===== config.mk =====
export PLATFORM = sky130hd
export DESIGN_NAME = uart_tx_feeder_flat
export DESIGN_NICKNAME = d
export VERILOG_FILES = /design/src/rtl/uart_pkg.sv /design/src/rtl/uart_tx_feeder_if.sv /design/src/rtl/uart_byte_fifo.sv /design/src/rtl/uart_tx_feeder.sv /design/src/flat_wrapper.sv
export SDC_FILE = /design/constraint.sdc
export NUM_CORES = 1
export LEC_CHECK = 0
export BUFFER_PORTS_ARGS = -buffer_cell sky130_fd_sc_hd__buf_4
export CAP_MARGIN = 20
export CORE_ASPECT_RATIO = 1.5
export CORE_MARGIN = 5
export CORE_UTILIZATION = 55
export DETAILED_ROUTE_END_ITERATION = 12
export GPL_TIMING_DRIVEN = 0
export MAX_ROUTING_LAYER = met4
export PLACE_DENSITY = 0.77
export SLEW_MARGIN = 20
export SYNTH_ARGS = -nofsm -noshare
export SYNTH_HDL_FRONTEND = slang
export SYNTH_SLANG_ARGS = --single-unit

===== constraint.sdc =====
create_clock -name clk -period 4.6 [get_ports clk]
set_input_delay 0.92 -clock clk [delete_from_list [all_inputs] [get_ports clk]]
set_output_delay 0.92 -clock clk [all_outputs]
set_load 0.05 [all_outputs]

===== src/rtl/uart_pkg.sv =====
// uart_pkg: definitions shared by the UART byte feeder files.
//   UART_DATA_W  - width of one UART data byte
//   feed_state_e - feeder FSM states (idle, launch request, wait for frame end, idle gap)
package uart_pkg;

  localparam int UART_DATA_W = 8;

  typedef enum logic [1:0] {
    FEED_IDLE     = 2'd0,
    FEED_LAUNCH   = 2'd1,
    FEED_WAIT_END = 2'd2,
    FEED_GAP      = 2'd3
  } feed_state_e;

endpackage


===== src/rtl/uart_tx_feeder_if.sv =====
// uart_tx_feeder_if: the two handshakes around the byte feeder.
//   Producer side   : in_data, in_valid (to feeder), in_ready (from feeder)
//   Transmitter side: tx_start, tx_data (from feeder), tx_busy (to feeder)
//   modport slave  - the feeder's view
//   modport master - the surrounding environment (producer + transmitter)
interface uart_tx_feeder_if;
  import uart_pkg::*;

  logic [UART_DATA_W-1:0] in_data;
  logic                   in_valid;
  logic                   in_ready;
  logic                   tx_start;
  logic [UART_DATA_W-1:0] tx_data;
  logic                   tx_busy;

  modport master (
    output in_data, in_valid, tx_busy,
    input  in_ready, tx_start, tx_data
  );

  modport slave (
    input  in_data, in_valid, tx_busy,
    output in_ready, tx_start, tx_data
  );

endinterface


===== src/rtl/uart_byte_fifo.sv =====
// uart_byte_fifo: synchronous FIFO, DEPTH entries (power of 2, >= 2) of WIDTH bits.
//   clk, reset     - clock, synchronous active-high reset (empties the FIFO)
//   push, wr_data  - write request and data; ignored when full
//   pop, rd_data   - read request and head entry; ignored when empty
//   count          - registered number of stored entries
//   full           - count == DEPTH
//   empty          - read side has nothing to offer; a freshly written entry
//                    becomes readable one cycle after its write edge
module uart_byte_fifo #(
  parameter int DEPTH = 16,
  parameter int WIDTH = 8
) (
  input  logic                   clk,
  input  logic                   reset,
  input  logic                   push,
  input  logic [WIDTH-1:0]       wr_data,
  input  logic                   pop,
  output logic [WIDTH-1:0]       rd_data,
  output logic [$clog2(DEPTH):0] count,
  output logic                   full,
  output logic                   empty
);

  localparam int AW = $clog2(DEPTH);
  localparam logic [AW:0]   CNT_ZERO = (AW+1)'(1'b0);
  localparam logic [AW:0]   CNT_ONE  = (AW+1)'(1'b1);
  localparam logic [AW:0]   CNT_FULL = (AW+1)'(DEPTH);
  localparam logic [AW-1:0] PTR_ONE  = AW'(1'b1);
  localparam logic [AW-1:0] PTR_ZERO = AW'(1'b0);

  logic [WIDTH-1:0] mem_q [DEPTH];
  logic [AW-1:0]    wr_ptr_q, wr_ptr_d;
  logic [AW-1:0]    rd_ptr_q, rd_ptr_d;
  logic [AW:0]      count_q, count_d;
  logic             avail_q, avail_d;
  logic             push_ok_s, pop_ok_s;

  assign full      = (count_q == CNT_FULL);
  assign empty     = ~avail_q;
  assign count     = count_q;
  assign rd_data   = mem_q[rd_ptr_q];
  assign push_ok_s = push & ~full;
  assign pop_ok_s  = pop & avail_q;

  // Next-state for pointers, occupancy and the read-side availability flag.
  always_comb begin
    wr_ptr_d = wr_ptr_q;
    rd_ptr_d = rd_ptr_q;
    count_d  = count_q;
    if (push_ok_s) begin
      wr_ptr_d = wr_ptr_q + PTR_ONE;   // AW-bit pointers wrap modulo DEPTH
    end else begin
      wr_ptr_d = wr_ptr_q;
    end
    if (pop_ok_s) begin
      rd_ptr_d = rd_ptr_q + PTR_ONE;
    end else begin
      rd_ptr_d = rd_ptr_q;
    end
    case ({push_ok_s, pop_ok_s})
      2'b10:   count_d = count_q + CNT_ONE;
      2'b01:   count_d = count_q - CNT_ONE;
      default: count_d = count_q;
    endcase
    // Availability looks at the count before this edge's write, so a new
    // entry is offered one cycle after it lands (write-to-read latency).
    avail_d = (count_q != CNT_ZERO) && !(pop_ok_s && (count_q == CNT_ONE));
  end

  // Control registers with synchronous reset.
  always_ff @(posedge clk) begin
    if (reset) begin
      wr_ptr_q <= PTR_ZERO;
      rd_ptr_q <= PTR_ZERO;
      count_q  <= CNT_ZERO;
      avail_q  <= 1'b0;
    end else begin
      wr_ptr_q <= wr_ptr_d;
      rd_ptr_q <= rd_ptr_d;
      count_q  <= count_d;
      avail_q  <= avail_d;
    end
  end

  // Storage array; contents need no reset because the pointers gate every read.
  always_ff @(posedge clk) begin
    if (push_ok_s) begin
      mem_q[wr_ptr_q] <= wr_data;
    end
  end

endmodule


===== src/rtl/uart_tx_feeder.sv =====
// uart_tx_feeder: buffers producer bytes and launches one transmitter frame per byte.
//   clk, reset  - clock, synchronous active-high reset
//   bus (slave) - in_data/in_valid/in_ready producer handshake,
//                 tx_start/tx_data/tx_busy transmitter handshake
//   fifo_count  - bytes currently buffered
//   idle        - FSM idle, FIFO empty and transmitter not busy
//   launch_err  - one-cycle pulse when a launch is abandoned (timeout build only)
// Optional feature macro: UART_TX_FEEDER_TIMEOUT_EN enables the launch timeout
// (LAUNCH_TIMEOUT cycles without tx_busy drops the byte and pulses launch_err).
module uart_tx_feeder
  import uart_pkg::*;
#(
  parameter int DEPTH          = 16,
  parameter int GAP_CYCLES     = 0,
  parameter int LAUNCH_TIMEOUT = 1024
) (
  input  logic                   clk,
  input  logic                   reset,
  uart_tx_feeder_if.slave        bus,
  output logic [$clog2(DEPTH):0] fifo_count,
  output logic                   idle
`ifdef UART_TX_FEEDER_TIMEOUT_EN
  ,
  output logic                   launch_err
`endif
);

  localparam int CW = $clog2(DEPTH) + 1;
  localparam logic [CW-1:0] CNT_ZERO = CW'(1'b0);
  localparam int GW = (GAP_CYCLES > 1) ? $clog2(GAP_CYCLES) : 1;
  localparam logic [GW-1:0] GAP_LAST = GW'(GAP_CYCLES - 1);

  feed_state_e            state_q, state_d;
  logic                   tx_start_q, tx_start_d;
  logic [UART_DATA_W-1:0] tx_data_q, tx_data_d;
  logic [GW-1:0]          gap_cnt_q, gap_cnt_d;
  logic                   pop_s;
  logic                   push_s;
  logic                   fifo_full_s;
  logic                   fifo_empty_s;
  logic [UART_DATA_W-1:0] fifo_rd_data_s;

`ifdef UART_TX_FEEDER_TIMEOUT_EN
  localparam int TW = (LAUNCH_TIMEOUT > 1) ? $clog2(LAUNCH_TIMEOUT) : 1;
  localparam logic [TW-1:0] TO_LAST = TW'(LAUNCH_TIMEOUT - 1);
  logic [TW-1:0] to_cnt_q, to_cnt_d;
  logic          launch_err_q, launch_err_d;
  assign launch_err = launch_err_q;
`else
  localparam int unused_launch_timeout = LAUNCH_TIMEOUT;
`endif

  // A full FIFO refuses even if a pop happens the same edge.
  assign bus.in_ready = ~fifo_full_s;
  assign push_s       = bus.in_valid & ~fifo_full_s;
  assign bus.tx_start = tx_start_q;
  assign bus.tx_data  = tx_data_q;
  assign idle         = (state_q == FEED_IDLE) && (fifo_count == CNT_ZERO) && !bus.tx_busy;

  uart_byte_fifo #(
    .DEPTH (DEPTH),
    .WIDTH (UART_DATA_W)
  ) u_fifo (
    .clk     (clk),
    .reset   (reset),
    .push    (push_s),
    .wr_data (bus.in_data),
    .pop     (pop_s),
    .rd_data (fifo_rd_data_s),
    .count   (fifo_count),
    .full    (fifo_full_s),
    .empty   (fifo_empty_s)
  );

  // Feeder FSM next-state and output decode.
  always_comb begin
    state_d    = state_q;
    tx_start_d = tx_start_q;
    tx_data_d  = tx_data_q;
    gap_cnt_d  = gap_cnt_q;
    pop_s      = 1'b0;
`ifdef UART_TX_FEEDER_TIMEOUT_EN
    to_cnt_d     = to_cnt_q;
    launch_err_d = 1'b0;
`endif
    case (state_q)
      FEED_IDLE: begin
        // tx_busy guard: a frame started before a reset must finish first.
        if (!fifo_empty_s && !bus.tx_busy) begin
          pop_s      = 1'b1;
          tx_data_d  = fifo_rd_data_s;
          tx_start_d = 1'b1;
          state_d    = FEED_LAUNCH;
`ifdef UART_TX_FEEDER_TIMEOUT_EN
          to_cnt_d   = TW'(1'b0);
`endif
        end else begin
          tx_start_d = 1'b0;
        end
      end
      FEED_LAUNCH: begin
        if (bus.tx_busy) begin
          tx_start_d = 1'b0;
          state_d    = FEED_WAIT_END;
        end
`ifdef UART_TX_FEEDER_TIMEOUT_EN
        else if (to_cnt_q == TO_LAST) begin
          // Transmitter never acknowledged: drop this byte, do not retry.
          tx_start_d   = 1'b0;
          launch_err_d = 1'b1;
          state_d      = FEED_IDLE;
        end else begin
          to_cnt_d = to_cnt_q + TW'(1'b1);
        end
`else
        else begin
          tx_start_d = 1'b1;
        end
`endif
      end
      FEED_WAIT_END: begin
        if (!bus.tx_busy) begin
          if (GAP_CYCLES > 0) begin
            gap_cnt_d = GW'(1'b0);
            state_d   = FEED_GAP;
          end else begin
            state_d = FEED_IDLE;
          end
        end else begin
          state_d = FEED_WAIT_END;
        end
      end
      FEED_GAP: begin
        if (gap_cnt_q == GAP_LAST) begin
          state_d = FEED_IDLE;
        end else begin
          gap_cnt_d = gap_cnt_q + GW'(1'b1);
        end
      end
      default: begin
        state_d    = FEED_IDLE;
        tx_start_d = 1'b0;
      end
    endcase
  end

  // Feeder FSM state and registered transmitter outputs.
  always_ff @(posedge clk) begin
    if (reset) begin
      state_q    <= FEED_IDLE;
      tx_start_q <= 1'b0;
      tx_data_q  <= {UART_DATA_W{1'b0}};
      gap_cnt_q  <= GW'(1'b0);
`ifdef UART_TX_FEEDER_TIMEOUT_EN
      to_cnt_q     <= TW'(1'b0);
      launch_err_q <= 1'b0;
`endif
    end else begin
      state_q    <= state_d;
      tx_start_q <= tx_start_d;
      tx_data_q  <= tx_data_d;
      gap_cnt_q  <= gap_cnt_d;
`ifdef UART_TX_FEEDER_TIMEOUT_EN
      to_cnt_q     <= to_cnt_d;
      launch_err_q <= launch_err_d;
`endif
    end
  end

endmodule


===== src/flat_wrapper.sv =====
// flat-port wrapper written by rule: the top's interface ports become plain ports
module uart_tx_feeder_flat import uart_pkg::*;
#(
  parameter int DEPTH          = 16,
  parameter int GAP_CYCLES     = 0,
  parameter int LAUNCH_TIMEOUT = 1024
)
  (clk, reset, fifo_count, idle, bus_in_data, bus_in_valid, bus_tx_busy, bus_in_ready, bus_tx_start, bus_tx_data);
  uart_tx_feeder_if bus_i ();
  input  logic clk;
  input  logic reset;
  output logic [$clog2(DEPTH):0] fifo_count;
  output logic idle;
  input wire logic [$bits(bus_i.in_data)-1:0] bus_in_data;
  input wire logic [$bits(bus_i.in_valid)-1:0] bus_in_valid;
  input wire logic [$bits(bus_i.tx_busy)-1:0] bus_tx_busy;
  output wire logic [$bits(bus_i.in_ready)-1:0] bus_in_ready;
  output wire logic [$bits(bus_i.tx_start)-1:0] bus_tx_start;
  output wire logic [$bits(bus_i.tx_data)-1:0] bus_tx_data;
  assign bus_i.in_data = bus_in_data;
  assign bus_i.in_valid = bus_in_valid;
  assign bus_i.tx_busy = bus_tx_busy;
  assign bus_in_ready = bus_i.in_ready;
  assign bus_tx_start = bus_i.tx_start;
  assign bus_tx_data = bus_i.tx_data;
  uart_tx_feeder #(.DEPTH(DEPTH), .GAP_CYCLES(GAP_CYCLES), .LAUNCH_TIMEOUT(LAUNCH_TIMEOUT)) u_core (.clk(clk), .reset(reset), .bus(bus_i), .fifo_count(fifo_count), .idle(idle));
endmodule

# ---- Word level (Yosys, flattened, before mapping)
# Memories as Yosys holds them, arrays and structs flattened. A register that Yosys moved wholly into a read port is not among the register bits.
# Index checks and enable logic that the tools add are counted.
dict set report word_totals {
  mem_bits_rw 128
  output_inout_bits 16
  elab_cells 54
  mem_count 1
  in_bits 12
  register_bits 18
}
# name words word_bits read_ports rd_ports_with_merged_regs write_ports line_no
set mem_list {}
lappend mem_list {u_core.u_fifo.mem_q 16 8 1 1 1 uart_byte_fifo.sv:31} ;# logic [WIDTH-1:0] mem_q [DEPTH];
dict set report classes {
  muxes 13
  n_addsub 5
  eq_ne 10
  bitwise_logic 4
  reduce_logical 14
}
# operator count
set op_table {}
lappend op_table {{$pmux 5 s2} 1}
lappend op_table {{$add 4x1->4 const B} 2}
lappend op_table {{$mux 2} 4}
lappend op_table {{$pmux 2 s4} 1}
lappend op_table {{$eq 2x2->1 const B} 3}
lappend op_table {{$mux 1} 6}
lappend op_table {{$add 5x1->5 const B} 1}
lappend op_table {{$eq 5x1->1 const B} 1}
lappend op_table {{$eq 5x5->1 const B} 1}
lappend op_table {{$logic_and 1x1->1} 5}
lappend op_table {{$logic_not 5->1} 1}
lappend op_table {{$reduce_bool 5->1} 1}
lappend op_table {{$sub 5x1->5 const B} 1}
lappend op_table {{$eq 2x1->1 const B} 2}
lappend op_table {{$ne 2x2->1 const B} 2}
lappend op_table {{$reduce_bool 2->1} 2}
lappend op_table {{$and 1x1->1} 3}
lappend op_table {{$reduce_and 3->1} 1}
lappend op_table {{$logic_not 1->1} 2}
lappend op_table {{$logic_not 2->1} 1}
lappend op_table {{$ne 2x1->1 const B} 1}
lappend op_table {{$pmux 1 s2} 1}
lappend op_table {{$reduce_and 2->1} 1}
lappend op_table {{$add 1x1->1 const B} 1}
lappend op_table {{$not 1->1} 1}

# ---- Longest topological paths before layout
# Gate-level depths: netlist (run 1).
dict set report logic_depth {
  ltp_word 8
  ltp_mapped 11
  mapped_depth_nobuf 10
}

# ---- Modules after synthesis
# A second synthesis (run 1) with hierarchy kept.
dict set report hier_totals {
  hier_cells 368
  area_unflattened_um2 6317.3
}
# module area_per_inst_um2 n_inst cells_per_inst seq_area_each_um2
set modules_own_cells {}
lappend modules_own_cells {uart_byte_fifo 5801.8 1 308 4204.0}
lappend modules_own_cells {uart_tx_feeder 515.5 1 60 240.2}

# ---- Worst setup path before layout (run 1)
# No wires, ideal clock.
dict set report synth_timing {
  kind {flip-flop to flip-flop}
  from {register u_core.u_fifo.count_q[1] (netlist: u_core.u_fifo.count[1])}
  to {register u_core.u_fifo.count_q[3] (netlist: u_core.u_fifo.count[3])}
  slack_ns 1.412
  path_stages_with_launch 12
  required_ns 4.472
  arrival_time_ns 3.060
  n_path_buf 1
  setup_ns 0.128
  synth_period_minus_slack_ns 3.188
  cell_sequence {dfxtp_1 inv_1 ha_1 nand4bb_1 and2_1 clkbuf_1 inv_1 ha_1 or4b_1 a21oi_1 xnor2_1 nor2_1}
}
dict set report synth_via {
  elab_chain_len 6
  elab_cells_between_ends 10
  cone_classes {add/sub (2); eq/ne (3); mux (1); bitwise (3); reduce/logical (1)}
}
# element line_no
set synth_rtl {}
lappend synth_rtl {{from (decl)} uart_byte_fifo.sv:34} ;# logic [AW:0] count_q, count_d;
lappend synth_rtl {{from (signal assigned)} uart_byte_fifo.sv:80} ;# count_q <= count_d;
lappend synth_rtl {{$eq 5x5->1 (*)} uart_byte_fifo.sv:38} ;# assign full = (count_q == CNT_FULL);
lappend synth_rtl {{$not 1->1 (*)} --}
lappend synth_rtl {{via bus_in_ready} flat_wrapper.sv:17} ;# output wire logic [$bits(bus_i.in_ready)-1:0] bus_in_ready;
lappend synth_rtl {{$and 1x1->1} uart_tx_feeder.sv:55} ;# assign push_s = bus.in_valid & ~fifo_full_s;
lappend synth_rtl {{$and 1x1->1 (*)} uart_byte_fifo.sv:42} ;# assign push_ok_s = push & ~full;
lappend synth_rtl {{$eq 2x1->1 / $eq 2x2->1 (equally long branches)} uart_byte_fifo.sv:60} ;# case ({push_ok_s, pop_ok_s})
lappend synth_rtl {{$pmux 5 s2 / $reduce_bool 2->1 (equally long branches)} --}
# Mark *: on every way through the listed nets, which the timed path passes. The rest lies on a longest branch.
# A chain may end at the register's enable or synchronous reset.

# ---- Final worst setup path (run 1)
dict set report layout_timing {
  from {register u_core.u_fifo.count_q[0] (netlist: u_core.u_fifo.count[0])}
  to {memory u_core.u_fifo.mem_q[4][7] (enable)}
}
dict set report layout_via {
  elab_chain_len 6
}
# element line_no
set layout_rtl {}
lappend layout_rtl {{$eq 5x5->1 (*)} uart_byte_fifo.sv:38}
lappend layout_rtl {{$not 1->1 (*)} {uart_byte_fifo.sv:42, uart_tx_feeder.sv:55}}
lappend layout_rtl {{$and 1x1->1} uart_tx_feeder.sv:55}
lappend layout_rtl {{$and 1x1->1 (*)} uart_byte_fifo.sv:42}
lappend layout_rtl {{$mux 1 (*)} uart_byte_fifo.sv:87} ;# if (push_ok_s) begin
lappend layout_rtl {{$mux 1 (implied by the code) (*)} uart_byte_fifo.sv:88} ;# mem_q[wr_ptr_q] <= wr_data;
lappend layout_rtl {{to (decl)} uart_byte_fifo.sv:31}
# Every way passes the cells marked *; elsewhere a longest branch is shown, timed or not.

==> out/summary.txt, run 1 <==
Status -> finished, final reports clean
Die area -> 13540 sq um
Leakage -> 0.002441 uW
Required time worst endpoint -> 4640 ps
Row cnt -> 47
Ys async rst share -> 0
Warnings, synthesis -> 0
DRC Markers -> 0
Antenna violations before repair -> 0
Mapped Cells -> 339
Hold-fix buffers, CTS -> 0
Xor and xnor fraction of the mapped netlist area -> 0.01413
GPL Wtd Cong -> 0.7975
TritonRoute pass-1 iters -> 5
Die width -> 96.69 microns
Gates resized, CTS repair -> 0
Number of synthesized register bits -> 154
Post-synthesis cell type count -> 34
RSZ-0062 raised after global routing -> false
VDD IR max -> 311.6 uV
Via count -> 3277
Worst Tran Pin Value -> 984.1 ps
Layout cell share with drive strength beyond 1 -> 0.2105
Number of global-route vias before repair -> 3449
Port bufs -> 26
Clk sinks -> 154
Crit path arrival time -> 2800 ps
Mux contribution to synthesized area -> 0.1580
ANT nets after route -> 0
Final setup fails -> 0
Crit path kind -> flop to flop
First-pass GRT wire length -> 19.26 mm
Post CTS Setup Buffer Count -> 0
Clk Tree Root Cell -> clkbuf_16
Final wirelength -> 12.50 mm
DP HPWL -> 8.194 mm
Non-Filler Instances -> 546
Pwr Density -> 453.7 nW/um^2
Fmax -> 363.1 MHz
Main combinational cell family by area after synthesis -> multiplexers
Worst-Skew Late Latency -> 420 ps
I/O pin count -> 28
Initial drt markers -> 271
Final period util -> 0.5988
Post-Syn Area -> 6200 sq um
Synth Area per Inst -> 18.29 sq um
Mapped Nets -> 361
Drt via density -> 6.002
Starting density of the core -> 0.5608
Clock buffer depth -> 2
Routed len/inst -> 22.90 microns
Simple-gate area share of the yosys netlist -> 0.05832
Total global-route track usage -> 0.2009
Crit start category -> flop
H-tree levels -> 4
Antenna cell count -> 0
CP Max Fanout -> 8
Max Cap Viol -> 0
Synth Area in Adders -> 0.02018
Number of cells after detailed placement -> 514
Number of flops mapped to enable cells by yosys -> 128
Post-route minimum period -> 2754 ps
Register area share after synthesis -> 0.7039
Area Growth Syn to Fin -> 16.81%
Commonest non-fill, non-tap cell in the layout -> edfxtp_1
CTS tree -> built
CTS clk-pin slew, worst paths -> 60 ps
Final Hold Viols -> 0
Pwr Total -> 3286 uW
Final Net Count -> 408
Worst slew margin -> 0.3415
Worst Skew -> 8.973 ps
Compound-Gate Fraction of Synth Area -> 0.02341
Largest net degree at the start of global routing -> 17
Commonest cells after routing, fill and taps aside -> edfxtp_1 (128), buf_4 (30), dfxtp_1 (26)
Inserted Clock Buffers -> 17
Fin. max-slew vios -> 0
Die Ht -> 140.0 microns
GRT Residual Overflow -> 0
Setup tns final -> 0 ps
Crit. End Element -> flop
Min-delay worst type -> flop to flop
Synth Flop Type -> edfxtp_1
FILL cells -> 734
Core Area -> 11060 sq um
==> cells by family (layout without fill, tap and decap cells) <==
group / count (synthesis) / count (layout)
buf+inv: 25 / 85
mux: 50 / 50
simple gates: 68 / 68
xor+xnor: 10 / 10
fa+ha+maj: 10 / 10
compound gates: 22 / 22
flops: 154 / 154
==> worst max-delay path, cell delays in order (launching register included) <==
cell and delay, ps:
dfxtp_1 480, inv_1 110, ha_1 240, nand4bb_1 180
and2_1 150, clkbuf_1 240, nand2_1 180, nor2_1 790
==> final timing paths <==
kind	start	end	slack (ps)	depth (start not counted)
setup / recovery	u_core.u_fifo.count[0]	u_core.u_fifo.mem_q[4][7]	1850	7
hold / removal	u_core.bus.tx_start	u_core.bus.tx_start	470	2
setup reg to reg	u_core.u_fifo.count[0]	u_core.u_fifo.mem_q[4][7]	1850	7
hold reg to reg	u_core.bus.tx_start	u_core.bus.tx_start	470	2
==> layout make-up <==
type                            instances  area (sq um)  area share
Sequential cell                       154          4364      0.6026
Multi-Input combinational cell        160          1719      0.2374
Clock buffer                           23         533.0     0.07360
Timing Repair Buffer                   28         210.2     0.02903
Tap cell                              147         183.9     0.02540
Buffer                                 18         110.1     0.01520
Clock inverter                          9         95.09     0.01313
Inverter                                7         26.28    0.003628
==> synthesized netlist by cell type, drive strengths merged (4+ instances only) <==
master / count / area share
nand2: 12 / 0.0073
a21oi: 10 / 0.0081
ha: 10 / 0.020
dfxtp: 26 / 0.084
o221ai: 8 / 0.011
nor2: 24 / 0.015
mux4: 32 / 0.13
edfxtp: 128 / 0.62
xnor2: 4 / 0.0057
nand3b: 11 / 0.014
buf: 11 / 0.014
mux2i: 18 / 0.029
xor2: 6 / 0.0085
nor3: 6 / 0.0048
inv: 6 / 0.0036
clkbuf: 7 / 0.0042
==> where the power goes <==
group	total (uW)	switching (uW)	leakage, uW	internal, uW
Combinational	285	181	0.000763	104
Clock	1430	546	0.000310	882
Sequential	1570	27.4	0.00137	1550
Total	3290	755	0.00244	2530
==> through the flow <==
stage,hold WS [ps],cell area (sq um),setup WS (ps),util
after CTS,481.9,7242,1840,0.6550
after global placement,457.1,6579,1439,0.5951
after detailed placement,471.5,6614,1513,0.5982
after floorplan,449.4,6200,1412,-
after global routing,508.8,7242,1656,0.6550
final,474.0,7242,1846,0.6550
==> routing by layer <==
layer / vias up / wire length [microns] / track usage
li1: 1456 / - / -
met1: 1650 / 4577 / 0.2126
met2: 139 / 6744 / 0.3523
met3: 32 / 774 / 0.05124
met4: 0 / 407 / 0.09098
met5: - / 0 / -
==> flip-flops by register name, summed over array words and instances (netlist names) <==
name / cells
u_core.state_q: 2
u_core.bus.tx_data: 8
u_core.gap_cnt_q: 1
u_core.u_fifo.wr_ptr_q: 4
u_core.bus.tx_start: 1
u_core.u_fifo.avail_q: 1
u_core.u_fifo.mem_q: 128
u_core.u_fifo.count: 5
u_core.u_fifo.rd_ptr_q: 4
(Power assumes the default switching activity.)
==> run 2: changes to the inputs <==
==> constraint.sdc (replaced) <==
create_clock -name clk -period 2.6 [get_ports clk]
set_input_delay 0.52 -clock clk [delete_from_list [all_inputs] [get_ports clk]]
set_output_delay 0.52 -clock clk [all_outputs]
set_load 0.05 [all_outputs]
==> run 2 against run 1 <==
  * Utilization rose by 0.65 points
  * Clock power grew 80%
  * Flip-flop and latch count unchanged
  * Total power rose by 80%
  * Hold slack worse by 56 ps
  * Largest cell class unchanged
  * Critical endpoint is now u_core.u_fifo.count[3]
  * Final cell count decreased by 0.37%
  * Sequential share of layout area decreased by 0.55 points
  * Routed wire length grew 2.1%
  * Die area stayed put
  * Setup slack worse by 1600 ps
==> out/summary.txt, run 2 (synthesized netlist as in run 1, its figures left out) <==
CTS clk-pin slew, worst paths -> 60 ps
Crit. End Element -> flop
Largest register FFs -> 128
Non-Filler Instances -> 544
Antenna cell count -> 0
Required time worst endpoint -> 2890 ps
Via count -> 3278
GPL Wtd Cong -> 0.8355
Clock buffer depth -> 2
Routed len/inst -> 23.46 microns
Largest net degree at the start of global routing -> 17
Final Net Count -> 406
Met2 Wirelength -> 6.970 mm
Number of global-route vias before repair -> 3332
Crit path launch -> u_core.u_fifo.count[1]
Worst Skew -> 6.892 ps
Reg with most FFs -> u_core.u_fifo.mem_q
Layout cell share with drive strength beyond 1 -> 0.2519
Max Cap Viol -> 0
Dpl ws -> -78.72 ps
Final Hold Viols -> 0
WL met1 -> 4.514 mm
Clk Tree Root Cell -> clkbuf_16
ANT nets after route -> 0
Fmax -> 415.9 MHz
H-tree levels -> 4
Post-layout util -> 0.6615
Min-delay worst type -> primary input to flop
Worst-Skew Late Latency -> 410 ps
Initial drt markers -> 287
CTS tree -> built
Crit path kind -> flop to flop
Die area -> 13540 sq um
Post-route minimum period -> 2404 ps
Met3 wire length -> 798 microns
First-pass GRT wire length -> 19.11 mm
Number of cells after detailed placement -> 512
DP HPWL -> 7.841 mm
Port bufs -> 26
Die Ht -> 140.0 microns
TritonRoute pass-1 iters -> 5
Commonest cells after routing, fill and taps aside -> edfxtp_1 (128), buf_4 (28), dfxtp_1 (24)
I/O pin count -> 28
Total global-route track usage -> 0.2013
Inserted Clock Buffers -> 17
Placed cell area -> 6618 sq um
Crit path arrival time -> 2690 ps
Crit start category -> flop
Leakage -> 0.002409 uW
Fin. max-slew vios -> 0
Hold-fix buffers, CTS -> 0
DR top layer -> met4
Hold Crit Start -> bus_tx_busy
Commonest non-fill, non-tap cell in the layout -> edfxtp_1
Antenna violations before repair -> 0
Drt via density -> 6.026
VDD IR max -> 662.9 uV
Worst Tran Pin Value -> 913.6 ps
Area Growth Syn to Fin -> 17.96%
GRT Residual Overflow -> 0
R2r startpoint -> u_core.u_fifo.count[1]
Final wirelength -> 12.76 mm
RSZ-0062 raised after global routing -> false
Final period util -> 0.9247
Final setup margin -> 195.8 ps
CP Max Fanout -> 6
Die width -> 96.69 microns
Starting density of the core -> 0.5608
Worst slew margin -> 0.3887
Row cnt -> 47
Status -> finished, final reports clean
Pwr Density -> 806.5 nW/um^2
DRC Markers -> 0
Core Area -> 11060 sq um
Clk sinks -> 154
Final Cell Area -> 7313 sq um
Final setup fails -> 0
FILL cells -> 728
run 2: changes by cell type in the layout (fill, tap and decap cells not counted), sizes merged:
| cell | previous run | this run |
|---|---|---|
| inv | 10 | 9 |
| clkinvlp | 0 | 3 |
| clkbuf | 30 | 26 |
| clkinv | 5 | 4 |
| buf | 39 | 37 |
| bufinv | 1 | 4 |
run 2: worst paths after layout:
| path | endpoint | slack, ps | depth (start not counted) |
|---|---|---|---|
| min | u_core.state_q[1] | 420 | 3 |
| max | u_core.u_fifo.count[3] | 200 | 11 |
| max reg2reg | u_core.u_fifo.count[3] | 200 | 11 |
| min reg2reg | u_core.bus.tx_start | 480 | 2 |
run 2: power breakdown:
group          total (uW)  internal (uW)  switching, uW
registers            2790           2740           48.4
clock network        2580           1640            944
logic                 528            193            335
total                5900           4570           1330
run 2: metal layers:
metal	track usage	up-vias
li1	-	1446
met1	0.2085	1644
met2	0.3530	154
met3	0.05522	34
met4	0.09467	0
met5	-	-
run 2: cell type report:
cell class	instances	area, sq um	share of cell area
multi-input cells	160	1795	0.2455
clock buffers	19	442.9	0.06056
repair buffers	26	195.2	0.02669
well taps	147	183.9	0.02515
clock inverters	13	191.4	0.02618
plain buffers	18	111.4	0.01523
flip-flops and latches	154	4367	0.5971
inverters	7	26.28	0.003593
run 2: metrics by stage:
step | TNS [ps] | total power, uW | hold slack, ps
floorplan | -59.49 | 3166 | 449.4
global placement | -4077 | 3319 | 459.2
detailed placement | -78.72 | 3340 | 472.4
CTS | 0 | 5920 | 391.0
global route | 0 | 6110 | 410.6
finish | 0 | 5898 | 417.7
run 2: timing repair:
item | CTS | global route
gates resized for setup | 0 | 19
buffers inserted | 0 | 0
endpoints found under the setup margin | 0 | 98
run 2: critical path, stage by stage, from the launching register on:
cell,delay (ps)
dfxtp_2,350
inv_1,120
ha_2,240
nand4bb_4,130
and2_1,180
clkbuf_2,160
inv_2,100
ha_4,170
or4b_1,470
a21oi_2,190
xnor2_1,130
nor2_1,50
